### src/rtl/apb2wbn_pkg.sv
// Shared types and helpers for the APB-to-Wishbone bridge.
package apb2wbn_pkg;

  typedef enum logic [1:0] {
    IDLE = 2'd0,
    WBN  = 2'd1,
    GAP  = 2'd2,
    DONE = 2'd3
  } state_e;

  // Retry counter width; kept at least one bit so RTY_MAX=0 still elaborates.
  function automatic int unsigned rty_cnt_w(input int unsigned rty_max);
    return (rty_max == 0) ? 1 : $clog2(rty_max + 1);
  endfunction

endpackage

### src/rtl/apb2wbn.sv
// APB slave to Wishbone 3 master bridge, one outstanding transfer, registered outputs.
// Optional Wishbone retry handling is enabled with `define APB2WBN_RETRY_EN.
module apb2wbn
  import apb2wbn_pkg::*;
#(
  parameter int unsigned AW      = 32,
  parameter int unsigned DW      = 32,
  parameter int unsigned SW      = DW / 8,
  parameter int unsigned RTY_MAX = 3
) (
  input  logic          clk,
  input  logic          rst,
  input  logic          apb_psel,
  input  logic          apb_penable,
  input  logic          apb_pwrite,
  input  logic [AW-1:0] apb_paddr,
  input  logic [SW-1:0] apb_pstrb,
  input  logic [DW-1:0] apb_pwdata,
  output logic [DW-1:0] apb_prdata,
  output logic          apb_pready,
  output logic          apb_pslverr,
  output logic          wbn_cyc,
  output logic          wbn_stb,
  output logic          wbn_we,
  output logic [AW-1:0] wbn_adr,
  output logic [SW-1:0] wbn_sel,
  output logic [DW-1:0] wbn_dat_w,
  input  logic [DW-1:0] wbn_dat_r,
  input  logic          wbn_ack,
  input  logic          wbn_err,
  input  logic          wbn_rty
);

  state_e        state_q;
  logic          cyc_q, stb_q, we_q, pready_q, pslverr_q;
  logic [AW-1:0] adr_q;
  logic [SW-1:0] sel_q;
  logic [DW-1:0] dat_w_q, prdata_q;
  logic          rty_fatal;

`ifdef APB2WBN_RETRY_EN
  localparam int unsigned CW = rty_cnt_w(RTY_MAX);
  logic [CW-1:0] cnt_q;

  // A retry is fatal only once every permitted reissue has been spent.
  assign rty_fatal = wbn_rty && (cnt_q == CW'(RTY_MAX));
`else
  // RTY_MAX only matters when retries are enabled.
  if (RTY_MAX > 0) begin : g_rty_unused
  end
  assign rty_fatal = wbn_rty;
`endif

  always_ff @(posedge clk) begin
    if (rst) begin
      state_q   <= IDLE;
      cyc_q     <= 1'b0;
      stb_q     <= 1'b0;
      we_q      <= 1'b0;
      adr_q     <= '0;
      sel_q     <= '0;
      dat_w_q   <= '0;
      prdata_q  <= '0;
      pready_q  <= 1'b0;
      pslverr_q <= 1'b0;
`ifdef APB2WBN_RETRY_EN
      cnt_q     <= '0;
`endif
    end else begin
      case (state_q)
        IDLE: begin
          if (apb_psel && !apb_penable) begin
            state_q  <= WBN;
            cyc_q    <= 1'b1;
            stb_q    <= 1'b1;
            we_q     <= apb_pwrite;
            adr_q    <= apb_paddr;
            sel_q    <= apb_pwrite ? apb_pstrb : {SW{1'b1}};
            dat_w_q  <= apb_pwdata;
            prdata_q <= '0;
          end
        end
        WBN: begin
          if (wbn_ack || wbn_err || wbn_rty) begin
            cyc_q <= 1'b0;
            stb_q <= 1'b0;
          end
          // Termination priority: err, then retry, then ack.
          if (wbn_err || rty_fatal) begin
            state_q   <= DONE;
            pready_q  <= 1'b1;
            pslverr_q <= 1'b1;
            prdata_q  <= '0;
`ifdef APB2WBN_RETRY_EN
          end else if (wbn_rty) begin
            state_q <= GAP;
            cnt_q   <= cnt_q + CW'(1);
`endif
          end else if (wbn_ack) begin
            state_q  <= DONE;
            pready_q <= 1'b1;
            prdata_q <= we_q ? DW'(0) : wbn_dat_r;
          end
        end
`ifdef APB2WBN_RETRY_EN
        GAP: begin
          state_q <= WBN;
          cyc_q   <= 1'b1;
          stb_q   <= 1'b1;
        end
`endif
        DONE: begin
          state_q   <= IDLE;
          pready_q  <= 1'b0;
          pslverr_q <= 1'b0;
`ifdef APB2WBN_RETRY_EN
          cnt_q     <= '0;
`endif
        end
        default: begin
          state_q <= IDLE;
          cyc_q   <= 1'b0;
          stb_q   <= 1'b0;
        end
      endcase
    end
  end

  assign wbn_cyc     = cyc_q;
  assign wbn_stb     = stb_q;
  assign wbn_we      = we_q;
  assign wbn_adr     = adr_q;
  assign wbn_sel     = sel_q;
  assign wbn_dat_w   = dat_w_q;
  assign apb_prdata  = prdata_q;
  assign apb_pready  = pready_q;
  assign apb_pslverr = pslverr_q;

endmodule

### config.mk
export PLATFORM = sky130hd
export DESIGN_NAME = apb2wbn
export DESIGN_NICKNAME = d
export VERILOG_FILES = /design/src/rtl/apb2wbn_pkg.sv /design/src/rtl/apb2wbn.sv
export SDC_FILE = /design/constraint.sdc
export NUM_CORES = 1
export LEC_CHECK = 0
export BUFFER_PORTS_ARGS = -buffer_cell sky130_fd_sc_hd__buf_2
export CORE_MARGIN = 5
export CORE_UTILIZATION = 43
export CTS_CLUSTER_DIAMETER = 200
export DETAILED_ROUTE_END_ITERATION = 8
export PLACE_DENSITY = 0.79
export SETUP_SLACK_MARGIN = 0.4
export SYNTH_ARGS = -nofsm -noshare
export SYNTH_HDL_FRONTEND = slang
export SYNTH_SLANG_ARGS = --single-unit
### constraint.sdc
create_clock -name clk -period 1.85 [get_ports clk]
set_clock_uncertainty 0.05 [all_clocks]
set_input_delay 0.0925 -clock clk [delete_from_list [all_inputs] [get_ports clk]]
set_output_delay 0.0925 -clock clk [all_outputs]
set_load 0.03 [all_outputs]
==> impl_metrics.env, run 1 <==
export IMPL_status="finished, final reports clean"
export IMPL_antenna_found_initial=1
export IMPL_cts_max_path_buffers=2
export IMPL_syn_avg_cell_area_um2=9.00
export IMPL_clk_latency_ns=0.35
export IMPL_worstPathArrival_ns=1.72
export IMPL_clock_fmax_mhz=647
export IMPL_design_core_area_um2=8180
export IMPL_syn_nets=508
export IMPL_drv_slew=0
export IMPL_numCtsBuffers=9
export IMPL_synth_xor_area_frac=0
export IMPL_start_util=0.440
export IMPL_wl_per_cell_um=16.9
export IMPL_relSlewSlack=0.725
export IMPL_cp_end_kind="register"
export IMPL_overflow=0
export IMPL_hold_viol_final=0
export IMPL_die_x_um=101
export IMPL_final_nets=816
export IMPL_cp_required_ns=2.03
export IMPL_root_buffer="clkbuf_8"
export IMPL_die_h_um=101
export IMPL_drive_above_1_share=0.356
export IMPL_drv_cap=0
export IMPL_rows=33
export IMPL_period_needed_ns=1.54
export IMPL_peakVddDrop_v=0.000489
export IMPL_synthCells=400
export IMPL_portBuffers=212
export IMPL_crit_fanout=7
export IMPL_power_internal_mw=3.29
export IMPL_viasPerCell=5.11
export IMPL_ios=213
export IMPL_fin_crit_sh=0.835
export IMPL_hold_class="input pin to register"
export IMPL_pwr_share_comb=0.196
export IMPL_p_per_area_nw_per_um2=757
export IMPL_cts_sinks=106
export IMPL_synthAdderAreaFrac=0
export IMPL_synth_compound_area_frac=0.183
export IMPL_track_usage=0.252
export IMPL_syn_to_final_growth_pct=70.2
export IMPL_dp_hpwl_um=7830
export IMPL_synth_seq_area_share=0.590
export IMPL_path_class="register to register"
export IMPL_ant_nets=0
export IMPL_finalSetupViolCount=0
export IMPL_h_tree_depth=3
export IMPL_cts_tree="built"
export IMPL_syn_area_um2=3600
export IMPL_die_area_um2=10300
export IMPL_fin_total_pwr_mw=4.63
export IMPL_clockPowerShare=0.283
export IMPL_synth_cell_type_count=25
export IMPL_final_seq_area_um2=2120
export IMPL_tightest_slew_ns=0.413
export IMPL_ys_warn_count=0
export IMPL_first_pass_iters=5
export IMPL_p_sw_mw=1.34
export IMPL_vias=4181
export IMPL_gp_congestion=0.774
export IMPL_n_fill_cell=570
export IMPL_power_frac_seq=0.522
export IMPL_clkTransAtPathRegs_ns=0.10
export IMPL_multi_input_area_um2=1340
export IMPL_power_leakage_nw=2.87
export IMPL_fin_tns_setup_ns=0
export IMPL_grt_pass1_vias=4056
export IMPL_rsz0062_at_grt="true"
export IMPL_drc_errors=0
export IMPL_drt_iter0_drc=182
export IMPL_yosys_area_share_simple=0.179
export IMPL_drt_wl_total_um=13900
export IMPL_ys_seq_elements=106
export IMPL_synthMuxAreaShare=0
export IMPL_synth_top_family_by_area="compound AO/OA/AOI/OAI gates"
export IMPL_start_kind="register"
export IMPL_grt_pass1_wl_um=20600
export IMPL_swShare=0.289
export IMPL_grt_max_degree=43
-- worst max-delay path, cell delays in order, from the launching register on --
cell,delay (ns)
dfxtp_2,0.34
or4b_4,0.59
nor3b_1,0.36
nor3_2,0.10
-- stage by stage --
step	setup WS, ns	hold slack [ns]	utilization	std cells	area [µm²]
final	0.305	0.0293	0.749	819	6120
after global routing	0.259	0.0638	0.749	819	6120
after CTS	0.362	0.0382	0.730	813	5970
after detailed placement	0.189	0.263	0.581	695	4750
after global placement	0.212	0.260	0.581	695	4750
after floorplan	0.272	0.175	-	400	3610
-- path summary, 6_finish.rpt --
kind | startpoint | to | slack, ns | cells past startpoint
hold reg to reg | wbn_adr[21] | wbn_adr[21] | 0.40 | 2
setup reg to reg | state_q[0] | wbn_sel[3] | 0.31 | 3
setup / recovery | state_q[0] | wbn_sel[3] | 0.31 | 3
hold / removal | apb_psel | state_q[0] | 0.03 | 3
-- final cells by class --
cell class | count | share of cell area
timing repair buffer | 330 | 0.382
sequential | 106 | 0.347
multi-input combinational | 259 | 0.219
tap | 105 | 0.0215
clock buffer | 10 | 0.0208
clock inverter | 6 | 0.00817
inverter | 2 | 0.00123
antenna | 1 | 0.000409
-- state kept, by name, indices dropped and copies added (netlist names) --
register and cells:
apb_prdata 32, apb_pready 1, apb_pslverr 1, state_q 2
wbn_adr 32, wbn_dat_w 32, wbn_sel 4, wbn_stb 1
wbn_we 1
-- per-layer routing --
layer / wire length [µm] / track usage / vias to the layer above
met2: 7230 / 0.459 / 229
met4: 393 / 0.0900 / 0
met1: 4910 / 0.279 / 1964
met3: 1350 / 0.0716 / 32
li1: - / - / 1956
met5: 0 / 0 / -
-- what timing repair did --
item,in CTS,in global routing
cloned,0,3
resized for setup,5,16
hold buffers,101,0
pin swaps,1,1
buffers inserted,1,2
endpoints found under the setup margin,101,101
hold endpoints to repair,101,0
-- cells in the final DEF, fill, tap and decap left out --
| master | instances |
|---|---|
| a211oi_4 | 1 |
| a21boi_0 | 1 |
| a21oi_1 | 67 |
| a221oi_1 | 1 |
| a22o_1 | 32 |
| a31o_2 | 1 |
| and3_1 | 1 |
| buf_12 | 6 |
| buf_2 | 212 |
| buf_4 | 4 |
| buf_6 | 4 |
| clkbuf_1 | 1 |
| clkbuf_16 | 3 |
| clkbuf_8 | 9 |
| clkinv_4 | 2 |
| clkinvlp_4 | 2 |
| dfxtp_1 | 104 |
| dfxtp_2 | 2 |
| diode_2 | 1 |
| dlygate4sd3_1 | 101 |
| inv_1 | 2 |
| inv_6 | 2 |
| nand2_1 | 133 |
| nand2b_1 | 1 |
| nor2_1 | 6 |
| nor2b_4 | 1 |
| nor3_1 | 2 |
| nor3_2 | 2 |
| nor3b_1 | 4 |
| nor4_1 | 1 |
| nor4b_2 | 1 |
| nor4b_4 | 1 |
| o21ai_0 | 1 |
| or3_1 | 1 |
| or4b_4 | 1 |
-- cells by family after synthesis --
group	after synthesis
buffers and inverters	35
AOI/OAI and AO/OA	104
DFF	106
and+or+nand+nor	155
-- cells in the mapped netlist --
| cell type | instances | share of area |
|---|---|---|
| nand2_1 | 133 | 0.14 |
| dfxtp_1 | 106 | 0.59 |
| a21oi_1 | 67 | 0.093 |
| a22o_1 | 32 | 0.078 |
| buf_2 | 15 | 0.021 |
| clkbuf_1 | 14 | 0.015 |
| nor2_1 | 6 | 0.0063 |
| nor3_1 | 4 | 0.0056 |
| nor3b_1 | 4 | 0.0083 |
| buf_4 | 2 | 0.0042 |
| buf_6 | 2 | 0.0063 |
| inv_1 | 2 | 0.0021 |
| a211oi_2 | 1 | 0.0035 |
| a21boi_0 | 1 | 0.0021 |
| a221oi_1 | 1 | 0.0024 |
| a31o_2 | 1 | 0.0024 |
| and3_1 | 1 | 0.0017 |
| nand2b_1 | 1 | 0.0017 |
| nor2b_1 | 1 | 0.0017 |
| nor4_1 | 1 | 0.0017 |
| nor4b_1 | 1 | 0.0024 |
| nor4b_4 | 1 | 0.0066 |
| o21ai_0 | 1 | 0.0014 |
| or3_1 | 1 | 0.0017 |
| or4b_1 | 1 | 0.0028 |
-- power groups by stage --
stage | clock network, mW | logic [mW] | registers, mW
finish | 1.31 | 0.906 | 2.42
global route | 1.45 | 0.964 | 2.43
CTS | 1.33 | 0.827 | 2.41
detailed placement | 0 | 0.651 | 2.47
global placement | 0 | 0.640 | 2.46
floorplan | 0 | 0.221 | 2.63
(Power assumes the default switching activity.)
==> inputs of run 2 (changes only) <==
==> constraint.sdc (replaced) <==
create_clock -name clk -period 1.55 [get_ports clk]
set_clock_uncertainty 0.05 [all_clocks]
set_input_delay 0.0775 -clock clk [delete_from_list [all_inputs] [get_ports clk]]
set_output_delay 0.0775 -clock clk [all_outputs]
set_load 0.03 [all_outputs]
==> run 2 against run 1 <==
Net effect: register-to-register slack lost 0.30 ns; critical path depth grew 3; core utilization grew 2.6 points; hold slack lost 0.0026 ns; fmax shrank 0.32%; sequential cell count is the same; first-iteration DRC count grew 8.8%; highest routed layer unchanged.
==> impl_metrics.env, run 2 (synthesis results as in run 1) <==
export IMPL_dp_hpwl_um=7560
export IMPL_min_path_cells=3
export IMPL_rrSetupSlack_ns=0.0004
export IMPL_clkTransAtPathRegs_ns=0.10
export IMPL_h_tree_depth=3
export IMPL_setup_slack_ns=0.000380
export IMPL_start_util=0.440
export IMPL_worstHoldEndpoint="apb_pslverr"
export IMPL_p_per_area_nw_per_um2=874
export IMPL_ant_nets=0
export IMPL_hold_start="wbn_err"
export IMPL_rows=33
export IMPL_drive_above_1_share=0.399
export IMPL_track_usage=0.256
export IMPL_fin_total_pwr_mw=5.54
export IMPL_clk_latency_ns=0.35
export IMPL_power_leakage_nw=2.97
export IMPL_relSlewSlack=0.752
export IMPL_ff2ff_path_depth=6
export IMPL_drv_slew=0
export IMPL_mostFrequentLayoutCells="buf_2 (212), nand2_1 (121), dfxtp_1 (104), dlygate4sd3_1 (103), a21oi_1 (52)"
export IMPL_fin_tns_setup_ns=0
export IMPL_portBuffers=212
export IMPL_design_core_area_um2=8180
export IMPL_die_x_um=101
export IMPL_die_area_um2=10300
export IMPL_fin_crit_sh=1.00
export IMPL_crit_path_top_delay_cell="dfxtp_2"
export IMPL_root_buffer="clkbuf_8"
export IMPL_die_h_um=101
export IMPL_final_area_um2=6340
export IMPL_wl_per_cell_um=17.2
export IMPL_rsz0062_at_grt="true"
export IMPL_cp_required_ns=1.73
export IMPL_status="finished, final reports clean"
export IMPL_hold_class="input pin to register"
export IMPL_viasPerCell=5.04
export IMPL_vias=4154
export IMPL_post_route_util=0.775
export IMPL_antenna_found_initial=0
export IMPL_first_pass_iters=5
export IMPL_grt_pass1_vias=4174
export IMPL_multi_input_area_um2=1470
export IMPL_grt_pass1_wl_um=20700
export IMPL_final_seq_area_um2=2120
export IMPL_layout_commonest_cell="buf_2"
export IMPL_syn_to_final_growth_pct=76.2
export IMPL_drt_wl_total_um=14200
export IMPL_overflow=0
export IMPL_place_area_um2=4760
export IMPL_crit_fanout=16
export IMPL_finalSetupViolCount=0
export IMPL_r2r_end="apb_prdata[27]"
export IMPL_drt_iter0_drc=198
export IMPL_drc_errors=0
export IMPL_peakVddDrop_v=0.000779
export IMPL_ios=213
export IMPL_drv_cap=0
export IMPL_worstPathArrival_ns=1.73
export IMPL_cts_tree="built"
export IMPL_cts_sinks=106
export IMPL_grt_max_degree=74
export IMPL_n_fill_cell=495
export IMPL_gp_congestion=0.771
export IMPL_antennaDiodeCount=0
export IMPL_start_kind="register"
export IMPL_crit_chain="buf_6, nor4b_4, buf_4, a211oi_4, buf_12, a22o_1"
export IMPL_path_class="register to register"
export IMPL_clock_fmax_mhz=645
export IMPL_rr_startpoint="state_q[0]"
export IMPL_critPathMaxStageDelay_ns=0.35
export IMPL_cp_end_kind="register"
export IMPL_pre_cts_slack_ns=-0.0886
export IMPL_period_needed_ns=1.55
export IMPL_tightest_slew_ns=0.372
export IMPL_hold_viol_final=0
export IMPL_final_nets=822
export IMPL_numCtsBuffers=9
export IMPL_cts_max_path_buffers=2
## run 2: routing by layer
| metal | vias up | share of wire | GRT usage | routed length (µm) |
|---|---|---|---|---|
| met5 | - | 0 | 0 | 0 |
| met4 | 0 | 0.031 | 0.110 | 439 |
| met3 | 41 | 0.099 | 0.0854 | 1410 |
| met2 | 227 | 0.51 | 0.466 | 7290 |
| met1 | 1920 | 0.36 | 0.268 | 5070 |
| li1 | 1966 | - | - | - |
## run 2: worst max-delay path by stage
stage               slack [ns]              to        from  cells after the start
global placement         -0.04      wbn_sel[3]  state_q[0]                      5
CTS                       0.07          wbn_we  state_q[0]                      7
detailed placement       -0.09      wbn_sel[1]  state_q[0]                      5
global route             -0.03  apb_prdata[27]  state_q[0]                      6
finish                  0.0004  apb_prdata[27]  state_q[0]                      6
floorplan                -0.03   wbn_dat_w[26]  state_q[0]                      7
## run 2: power breakdown
part / switching [mW] / internal (mW) / total (mW)
clock: 0.917 / 0.589 / 1.51
combinational: 0.618 / 0.532 / 1.15
sequential: 0.0567 / 2.83 / 2.88
## run 2: worst max-delay path: cells and delay by family (launching register included)
kind / cells / cell delay, ns
buffers and inverters: 3 / 0.47
DFF: 1 / 0.35
and+or+nand+nor: 1 / 0.29
AOI/OAI and AO/OA: 2 / 0.27
## run 2: through the flow
step	hold slack [ns]	cells
after floorplan	0.156	400
after global placement	0.248	696
final	0.0267	824
after global routing	0.0672	824
after CTS	0.00994	823
after detailed placement	0.250	696
## run 2: repair_timing
| item | 4_1_cts | 5_1_grt |
|---|---|---|
| hold buffers | 103 | 0 |
| gates resized for setup | 27 | 35 |
| cloned | 2 | 1 |
| buffers inserted | 6 | 0 |
| pin swaps | 14 | 11 |
| endpoints found under the setup margin | 104 | 103 |
| hold endpoints to repair | 103 | 0 |
## run 2: area by class of cell
type,instances,share of cell area
clock buffers,10,0.0201
clock inverters,6,0.00671
inverters,2,0.00118
multi-input cells,259,0.232
flip-flops and latches,106,0.335
well taps,105,0.0207
repair buffers,336,0.384
